[config.mk]
export PLATFORM = sky130hd
export DESIGN_NAME = keypad_operand_entry
export DESIGN_NICKNAME = d
export VERILOG_FILES = /design/src/rtl/calc_keys_pkg.sv /design/src/rtl/keypad_release_filter.sv /design/src/rtl/keypad_operand_entry.sv
export SDC_FILE = /design/constraint.sdc
export NUM_CORES = 1
export LEC_CHECK = 0
export ABC_AREA = 1
export CAP_MARGIN = 25
export CORE_ASPECT_RATIO = 0.75
export CORE_MARGIN = 3
export CORE_UTILIZATION = 39
export DETAILED_ROUTE_END_ITERATION = 16
export GPL_TIMING_DRIVEN = 0
export HOLD_SLACK_MARGIN = 0.05
export SLEW_MARGIN = 20
export SYNTH_ARGS = -nofsm -noshare
export SYNTH_HDL_FRONTEND = slang
export SYNTH_SLANG_ARGS = --single-unit
[constraint.sdc]
create_clock -name clk -period 12.55 [get_ports clk]
set_input_delay 1.255 -clock clk [delete_from_list [all_inputs] [get_ports clk]]
set_output_delay 1.255 -clock clk [all_outputs]
set_load 0.005 [all_outputs]
[src/rtl/calc_keys_pkg.sv]
// Key codes and release-filter states shared by
// the keypad operand entry block.
package calc_keys_pkg;

  localparam logic [3:0] KEY_BKSP = 4'd10;
  localparam logic [3:0] KEY_CLR  = 4'd11;
  localparam logic [3:0] KEY_ENT  = 4'd12;

  typedef enum logic [1:0] {
    IDLE,
    HELD,
    WAIT_REL
  } rel_state_e;

  function automatic logic is_digit(
    input logic [3:0] k
  );
    return k < 4'd10;
  endfunction

endpackage

[src/rtl/keypad_release_filter.sv]
// Press/release qualifier: one accept per press,
// release needs RELEASE_CYCLES all-high samples.
module keypad_release_filter
  import calc_keys_pkg::*;
#(
  parameter int RELEASE_CYCLES = 4
) (
  input  logic       clk,
  input  logic       rst_n,
  input  logic [3:0] Col,
  output logic       key_accept
);

  localparam int CW = $clog2(RELEASE_CYCLES + 1);
  localparam logic [CW-1:0] CNT_LAST =
    CW'(RELEASE_CYCLES - 1);
  localparam logic [CW-1:0] CNT_ONE = CW'(1);

  rel_state_e    state_q;
  logic [CW-1:0] cnt_q;
  logic          held;

  assign held = ~&Col;

  // Accept fires in the same cycle the press is
  // first seen so the action lands on that edge.
  assign key_accept = (state_q == IDLE) & held;

  // Release FSM; reset lands in WAIT_REL so a key
  // held through reset is never accepted.
  always_ff @(posedge clk or negedge rst_n) begin
    if (!rst_n) begin
      state_q <= WAIT_REL;
      cnt_q   <= '0;
    end else begin
      unique case (state_q)
        IDLE: begin
          if (held) state_q <= HELD;
        end
        HELD: begin
          if (!held) begin
            if (RELEASE_CYCLES == 1) begin
              state_q <= IDLE;
            end else begin
              state_q <= WAIT_REL;
              cnt_q   <= CNT_ONE;
            end
          end
        end
        WAIT_REL: begin
          if (held) begin
            cnt_q <= '0;
          end else if (cnt_q == CNT_LAST) begin
            state_q <= IDLE;
            cnt_q   <= '0;
          end else begin
            cnt_q <= cnt_q + CNT_ONE;
          end
        end
        default: begin
          state_q <= WAIT_REL;
          cnt_q   <= '0;
        end
      endcase
    end
  end

endmodule

[src/rtl/keypad_operand_entry.sv]
// Multi-digit decimal operand entry with
// backspace, clear and enter.
module keypad_operand_entry
  import calc_keys_pkg::*;
#(
  parameter int MAX_DIGITS     = 4,
  parameter int WIDTH          = 16,
  parameter int RELEASE_CYCLES = 4
) (
  input  logic             clk,
  input  logic             rst_n,
  input  logic [3:0]       Col,
  input  logic [3:0]       key_code,
  output logic [WIDTH-1:0] value,
  output logic [3:0]       digit_count,
  output logic             done,
  output logic             overflow
);

  localparam logic [3:0] MAXD = 4'(MAX_DIGITS);
  localparam logic [3:0] ONE4 = 4'd1;

  logic             key_accept;
  logic [WIDTH-1:0] value_q, value_d;
  logic [3:0]       count_q, count_d;
  logic             pend_q, pend_d;
  logic             done_q, done_d;
  logic             ovf_q, ovf_d;
  logic [WIDTH+3:0] ext;
  logic [WIDTH+3:0] mul10;
  logic [WIDTH-1:0] div10;

  keypad_release_filter #(
    .RELEASE_CYCLES(RELEASE_CYCLES)
  ) u_filter (
    .clk       (clk),
    .rst_n     (rst_n),
    .Col       (Col),
    .key_accept(key_accept)
  );

  // Shift-add x10 at WIDTH+4 bits, then truncate.
  assign ext   = {4'b0000, value_q};
  assign mul10 = (ext << 3) + (ext << 1)
               + {{WIDTH{1'b0}}, key_code};
  assign div10 = value_q / WIDTH'(10);

  // Next-state for operand, count and flags.
  always_comb begin
    value_d = value_q;
    count_d = count_q;
    pend_d  = pend_q;
    ovf_d   = ovf_q;
    done_d  = 1'b0;
    if (key_accept) begin
      unique case (1'b1)
        is_digit(key_code): begin
          if (pend_q) begin
            value_d = WIDTH'(key_code);
            count_d = ONE4;
            pend_d  = 1'b0;
          end else if (count_q < MAXD) begin
            value_d = mul10[WIDTH-1:0];
            count_d = count_q + ONE4;
          end else begin
            ovf_d = 1'b1;
          end
        end
        (key_code == KEY_BKSP): begin
          pend_d = 1'b0;
          if (count_q != 4'd0) begin
            value_d = div10;
            count_d = count_q - ONE4;
          end
        end
        (key_code == KEY_CLR): begin
          value_d = '0;
          count_d = '0;
          ovf_d   = 1'b0;
          pend_d  = 1'b0;
        end
        (key_code == KEY_ENT): begin
          done_d = 1'b1;
          pend_d = 1'b1;
        end
        default: begin
        end
      endcase
    end
  end

  // Operand state registers.
  always_ff @(posedge clk or negedge rst_n) begin
    if (!rst_n) begin
      value_q <= '0;
      count_q <= '0;
      pend_q  <= 1'b0;
      done_q  <= 1'b0;
      ovf_q   <= 1'b0;
    end else begin
      value_q <= value_d;
      count_q <= count_d;
      pend_q  <= pend_d;
      done_q  <= done_d;
      ovf_q   <= ovf_d;
    end
  end

  assign value       = value_q;
  assign digit_count = count_q;
  assign done        = done_q;
  assign overflow    = ovf_q;

endmodule

Yosys cells after proc, flatten, opt, wreduce, memory -nomap -nowiden
Index checks and enable logic that the tools add are counted.

Bits in registers: 28. Output and inout port bits: 22. Input bits: 10. Logic and storage cells: 67.

Reduce and logical (&&, ||, !) cells: 13. Order comparisons: 2. Add/subtract/negate cells: 5. Divide/modulo/power cells: 1. Multiplexer cells: 23. Equality and inequality tests: 14. Bitwise logic cells: 2.

Operator list (count): $mux W16 (3); $pmux W16 S3 (1); $add A16 B16 Y16 (1); $add A16 B4 Y16 (1); $div A16 B4 Y16 const B (1); $reduce_and A4 Y1 (4); $eq A4 B4 Y1 const B (3); $mux W4 (3); $pmux W4 S3 (1); $mux W3 (3); $pmux W3 S3 (1); $mux W2 (4); $ne A2 B1 Y1 const B (4); $ne A2 B2 Y1 const B (3); $pmux W2 S3 (1); $add A4 B1 Y4 const B (1); $lt A4 B3 Y1 const B (1); $lt A4 B4 Y1 const B (1); $mux W1 (4); $pmux W1 S2 (2); $reduce_and A2 Y1 (2); $reduce_bool A2 Y1 (2); $reduce_bool A4 Y1 (1); $sub A4 B1 Y4 const B (1); other kinds (11) (11).

Longest topological paths before layout
Gate-level depths: netlist of the first run.

Depth in word-level cells: 5. Mapped depth: 54. Gate-level depth less buffers: 54.

Modules after synthesis
From an unflattened synthesis of the first run, not the netlist that was laid out.

Cell total of the unflattened synthesis: 480. Area total of the unflattened synthesis: 3264.4 um2.

By module, submodules not included: keypad_operand_entry (cells each 433, sequential area each 575.6 um2, area an instance 2889.0 um2, instances 1); keypad_release_filter (cells each 47, sequential area each 126.4 um2, area an instance 375.4 um2, instances 1).

Worst setup path after synthesis of the first run
Ideal clock, no wire load.

Path type: input port to flip-flop. From: input key_code[3]. To: register value_q[15] (netlist: value[15]). Path buffers: 0. Data required time: 12419 ps. Slack: 8436 ps. Cell stages on the path: 24. Data arrival time: 3983 ps. Path through: fa_1 ha_1 a21oi_1 inv_1 a31oi_1 nor2_1 nor2_1 nor2_1 nor2_1 nor2_1 nor2_1 o21ai_0 and2_1 nor2_1 nor2_1 o21ai_0 nand2_1 a21oi_1 inv_1 a21oi_1 nor2_1 nor2_1 xor2_1 o22ai_1.

Longest elaborated chain between the ends: 4.

RTL lines: start, declared (RTL line keypad_operand_entry.sv:13) `input logic [3:0] key_code,`; $add A16 B4 Y16 (RTL line keypad_operand_entry.sv:45) `+ {{WIDTH{1'b0}}, key_code};`; $mux W16 (RTL line keypad_operand_entry.sv:62) `end else if (count_q < MAXD) begin`; $mux W16 (RTL line keypad_operand_entry.sv:58) `if (pend_q) begin`; $pmux W16 S3 (RTL line keypad_operand_entry.sv:56) `unique case (1'b1)`; end signal, assigned (RTL line keypad_operand_entry.sv:101) `value_q <= value_d;`; end, declared (RTL line keypad_operand_entry.sv:24) `logic [WIDTH-1:0] value_q, value_d;`.

Several ways; a longest one is shown, not always the timed one. The select of a mux whose other input is x is not followed. A chain may end at the register's enable or synchronous reset.

Worst setup path after layout of the first run
Same ends and word-level chain as after synthesis.

==> summary.md, run 1 <==
| Metric | Value |
|---|---|
| CTS max path bufs | `2` |
| Period utilization | `37.8%` |
| Clock H-tree levels | `1` |
| Worst-path clk slew | `0.10 ns` |
| Buffer count from post-CTS setup fixing | `0` |
| Yosys top cell area share | `21.1%` |
| Slowest cell on crit path | `clkdlybuf4s50_1` |
| # port buffers | `31` |
| Crit path kind | `input pin to register` |
| Setup Skew | `0.00562 ns` |
| Area added between synthesis and finish | `14.9%` |
| Fraction of registers with async set/reset | `100%` |
| CP Data Arrival Time | `4.89 ns` |
| CP peak stage delay | `0.49 ns` |
| Worst setup path end | `value[15]$_DFFE_PN0P_` |
| Vias per inst | `5.06` |
| Hold_buf cts | `0` |
| RSZ-0062 raised after global routing | `no` |
| Hold_ws | `0.538 ns` |
| FP Rows | `27` |
| Minimum clock period | `4.74 ns` |
| Die Y | `84.4 um` |
| Worst path top cell family by delay | `compound AO/OA/AOI/OAI gates` |
| Final setup fails | `0` |
| Setup_tns | `0 ns` |
| Clock sink total | `28` |
| Worst setup startpoint | `key_code[3]` |
| Status | `completed` |
| ANT cells | `0` |
| Gr usage total | `16.0%` |
| Fmax | `211 MHz` |
| Post-DP HPWL | `5880 um` |
| Worst R2R End | `value[0]$_DFFE_PN0P_` |
| Worst hold path type | `register to register` |
| Cells after synthesis | `481` |
| Worst skew pair latency | `0.28 ns` |
| Post-route antenna net violation count | `0` |
| DR vias | `3,121` |
| Synth Register Bits | `28` |
| Io pins | `32` |
| Worst Setup End Kind | `register` |
| Initial Util | `41.9%` |
| Worst Path Buf+Inv | `3` |
| Final Hold Viols | `0` |
| Die area | `0.00934 mm2` |
| Routed len/inst | `12.0 um` |
| Root buffer cell | `clkbuf_8` |
| Post-CTS resize count | `0` |
| Reg-to-Reg Start | `value[13]$_DFFE_PN0P_` |
| Post-synthesis cell area | `0.00320 mm2` |
| Drt drc | `0` |
| Die Width | `111 um` |
| Net count, final | `562` |
| First-pass GRT wire length | `13,100 um` |
| Initial antenna violation count | `0` |
| Layout cells sized above 1 | `12.0%` |
| Max Slew Vio Count | `0` |
| Worst setup SP type | `input pin` |
| RePlAce Congestion | `0.817` |
| EDFF count, synth | `0` |
| Synthesis Warnings | `0` |
| Max-cap viol count | `0` |
| CORE AREA | `0.00763 mm2` |
| Synth area leaders | `dfrtp_1, nand2_1, ha_1` |
| Seq/Total Area, Yosys | `21.9%` |
| Crit path required time | `12.70 ns` |
| Grt ovf | `0` |
| Post-Syn Nets | `526` |
| Vias in the first global route | `2,926` |
| Worst hold start | `pend_q$_DFFE_PN0P_` |
| Crit-path max FO | `4` |
| Syn avg cell area | `6.65 um2` |
| Largest net degree at the start of global routing | `29` |
| Least-Margin Pin Slew | `0.770 ns` |
| Post-synthesis cell type count | `42` |
| CP dominant cell by count | `nor2_1` |
| Initial drt markers | `245` |
| R2R cell count | `49` |
| Max transition margin | `48.5%` |
| WP depth | `25` |
| WL final | `7420 um` |
| R2r setup slk | `7.91 ns` |
| Area leader, netlist | `dfrtp_1` |
| TritonCTS Buffers | `3` |
| First-pass detailed-route iteration total | `4` |
| Top_reg_cell synth | `dfrtp_1` |
| CTS tree | `built` |
[Yosys cell counts (3+ instances only)]
master	n
a31oi_1	10
a22oi_1	4
nand3_2	8
ha_1	33
o21ai_0	16
o22ai_1	3
dfrtp_1	27
nand3_1	50
nand2_2	22
nor2_1	45
o21ai_1	5
inv_1	55
nand4_1	3
nand2_1	120
a21oi_1	21
inv_2	11
nand3b_1	4
nand2_4	8
xor2_1	6
[sequential cells by signal, summed over array words and instances (netlist names)]
| signal | flops |
|---|---|
| digit_count | 4 |
| done | 1 |
| overflow | 1 |
| pend_q | 1 |
| u_filter.cnt_q | 3 |
| u_filter.state_q | 2 |
| value | 16 |
[worst min-delay path by stage]
stage / endpoint / slack, ns / cells after the start
2_1_floorplan: pend_q$_DFFE_PN0P_ / 0.48 / 2
3_5_place_dp: pend_q$_DFFE_PN0P_ / 0.52 / 2
4_1_cts: pend_q$_DFFE_PN0P_ / 0.54 / 2
3_3_place_gp: pend_q$_DFFE_PN0P_ / 0.52 / 2
5_1_grt: pend_q$_DFFE_PN0P_ / 0.57 / 2
6_report: pend_q$_DFFE_PN0P_ / 0.54 / 2
[final cells by class]
class | instances | area, um2
fillers | 823 | 3960
well taps | 101 | 126
plain buffers | 4 | 21.3
clock buffers | 4 | 45.0
flip-flops and latches | 28 | 702
multi-input cells | 381 | 2220
inverters | 68 | 255
repair buffers | 31 | 305
[worst reg2reg max path, delay by kind of cell (launching register included)]
family | cells | cell delay [ns]
AO/OA/AOI/OAI | 4 | 0.66
buffers and inverters | 6 | 0.43
flip-flops | 1 | 0.44
AND/OR/NAND/NOR | 39 | 3.05
[per-layer routing]
layer	routed length, um	GRT usage (%)
met5	0	0
met4	22	2.13
met3	233	2.67
met2	3250	25.1
met1	3920	23.8
[stage by stage]
step / area (um2) / cells / worst slack, ns / utilization [%]
floorplan: 3200 / 481 / 8.44 / -
global placement: 3640 / 613 / 7.60 / 47.6
detailed placement: 3630 / 613 / 7.53 / 47.6
CTS: 3680 / 617 / 7.82 / 48.1
global route: 3680 / 617 / 7.21 / 48.1
finish: 3680 / 617 / 7.81 / 48.1
[placed cells by master (no fill, tap or decap), types with 2 or more instances in the layout]
master,count
o21ai_1,5
xor2_1,6
dfrtp_1,27
nand3b_1,4
nand4_1,3
nor3_1,2
buf_2,3
o21ai_2,2
o21ai_0,16
a21oi_1,21
nand3_2,8
a22oi_1,4
clkbuf_1,2
nand2_1,120
fa_1,2
nor2_1,45
clkdlybuf4s50_1,30
inv_2,11
o31ai_1,2
o211ai_1,2
ha_1,33
clkbuf_8,3
nand2_4,8
clkinv_1,2
o22ai_1,3
a31oi_1,10
inv_1,55
nand2_2,22
nand3_1,50
[cell families after synthesis]
family,synth area share [%]
adder cells (fa/ha/maj),14.2
buffers and inverters,8.64
AND/OR/NAND/NOR,39.3
AO/OA/AOI/OAI,14.0
XOR/XNOR,1.92
flip-flops,21.9
Power of run 1 is not shown: default switching activity piles up to over one toggle a cycle in this logic, so the estimate is an artifact.
==> run 2, diff against run 1 <==
==> constraint.sdc (replaced) <==
create_clock -name clk -period 4.43 [get_ports clk]
set_input_delay 0.443 -clock clk [delete_from_list [all_inputs] [get_ports clk]]
set_output_delay 0.443 -clock clk [all_outputs]
set_load 0.005 [all_outputs]
==> run 2 against run 1 <==
  * The run now ends with negative setup slack left
  * Cell area grew 21%
  * Final cell count grew 7.5%
  * Core utilization grew 10 points
  * Flip-flop and latch count is the same
  * Non-clock buffer count grew 46
  * Via count grew 9.6%
  * Global-route usage grew 1.6 points
  * Sequential share of layout area shrank 3.2 points
  * Critical endpoint is now value[0]$_DFFE_PN0P_
==> summary.md, run 2 (synthesized netlist as in run 1, its figures left out) <==
| Metric | Value |
|---|---|
| Final Hold Viols | `0` |
| Die Width | `111 um` |
| CP Data Arrival Time | `4.92 ns` |
| Cell area after layout | `0.00445 mm2` |
| Hold_buf cts | `0` |
| Most common cell after layout, fill and taps aside | `nand2_1` |
| Max Slew Vio Count | `0` |
| Minimum clock period | `4.71 ns` |
| CP dominant cell by count | `nand2_4` |
| Layout cells sized above 1 | `30.8%` |
| FP Rows | `27` |
| Crit path required time | `4.64 ns` |
| Placed cell area | `0.00363 mm2` |
| Setup Skew | `0.00714 ns` |
| Worst skew pair latency | `0.28 ns` |
| Grt ovf | `0` |
| Worst Path Buf+Inv | `2` |
| Period utilization | `106%` |
| ANT cells | `0` |
| Gr usage total | `17.6%` |
| Crit path kind | `register to register` |
| Vias in the first global route | `3,163` |
| RePlAce Congestion | `0.817` |
| Net count, final | `608` |
| First-pass GRT wire length | `14,200 um` |
| Post-DP HPWL | `5880 um` |
| Clock sink total | `28` |
| Routed len/inst | `13.8 um` |
| Clock H-tree levels | `1` |
| Root buffer cell | `clkbuf_8` |
| Least-Margin Pin Slew | `0.790 ns` |
| Fmax | `212 MHz` |
| TritonCTS Buffers | `3` |
| CTS max path bufs | `2` |
| Setup_tns | `-0.780 ns` |
| Reg-to-Reg Start | `value[14]$_DFFE_PN0P_` |
| Worst Setup End Kind | `register` |
| Area added between synthesis and finish | `39.0%` |
| Die Y | `84.4 um` |
| Violated checks | `negative setup slack` |
| Worst path top cell family by delay | `simple AND/OR/NAND/NOR gates` |
| WL final | `9120 um` |
| CORE AREA | `0.00763 mm2` |
| Final worst slack | `-0.280 ns` |
| Final setup fails | `4` |
| CP peak stage delay | `0.46 ns` |
| DR vias | `3,421` |
| First-pass detailed-route iteration total | `5` |
| CTS tree | `built` |
| Worst setup SP type | `register` |
| Max-cap viol count | `0` |
| Status | `complete, but fails checks` |
| Post-route antenna net violation count | `0` |
| Die area | `0.00934 mm2` |
| Max reg flops | `16` |
| Max transition margin | `47.2%` |
| Most frequent cells in the layout | `nand2_1, inv_1, nor2_1, buf_4` |
| Initial antenna violation count | `0` |
| Crit-path max FO | `5` |
| Worst setup startpoint | `value[14]$_DFFE_PN0P_` |
| Initial Util | `41.9%` |
| Initial drt markers | `221` |
| Slowest cell on crit path | `dfrtp_2` |
| Largest net degree at the start of global routing | `29` |
| Io pins | `32` |
| RSZ-0062 raised after global routing | `yes` |
| Vias per inst | `5.16` |
| Worst hold path type | `input pin to asynchronous set/reset pin` |
| # port buffers | `31` |
| Drt drc | `0` |
| Worst-path clk slew | `0.10 ns` |
-- run 2: layout make-up --
class	instances	area, um2
Timing Repair Buffer	77	658
Fill cell	727	3190
Multi-Input combinational cell	381	2630
Buffer	4	21.3
Sequential cell	28	707
Inverter	68	263
Clock buffer	4	45.0
Tap cell	101	126
-- run 2: routing by layer --
layer	GRT usage (%)	routed length, um	share of wire, %
met1	24.9	4370	48
met2	28.6	4330	48
met3	2.67	249	2.7
met4	3.69	163	1.8
met5	0	0	0
-- run 2: worst paths after layout --
kind                                                 end  slack, ns  depth (start not counted)
hold / removal             u_filter.cnt_q[0]$_DFFE_PN0P_       0.18                          1
hold reg to reg                       pend_q$_DFFE_PN0P_       0.54                          2
max in group asynchronous          value[12]$_DFFE_PN0P_       3.80                          1
setup / recovery                    value[0]$_DFFE_PN0P_      -0.28                         49
setup reg to reg                    value[0]$_DFFE_PN0P_      -0.28                         49
min in group clk                      pend_q$_DFFE_PN0P_       0.54                          2
-- run 2: per-stage QoR --
stage | utilization, % | hold WS [ns] | cells | setup WS, ns
finish | 58.2 | 0.180 | 663 | -0.280
global route | 58.2 | 0.220 | 663 | -0.613
CTS | 52.3 | 0.208 | 653 | -0.0963
detailed placement | 47.6 | 0.514 | 613 | -0.202
global placement | 47.6 | 0.519 | 613 | -0.0962
floorplan | - | 0.147 | 481 | 0.397
-- run 2: timing repair --
| action | in CTS | in global routing |
|---|---|---|
| endpoints found under the setup margin | 3 | 5 |
| pin swaps | 14 | 39 |
| cloned | 0 | 0 |
| setup buffers | 36 | 11 |
| resized for setup | 16 | 88 |
-- run 2: worst register-to-register path: cells and delay by family, from the launching register on --
| family | cells | cell delay, ns |
|---|---|---|
| DFF | 1 | 0.46 |
| and+or+nand+nor | 44 | 3.53 |
| AOI/OAI and AO/OA | 3 | 0.53 |
| buffers and inverters | 2 | 0.10 |
Power of run 2 is left out for the same reason.
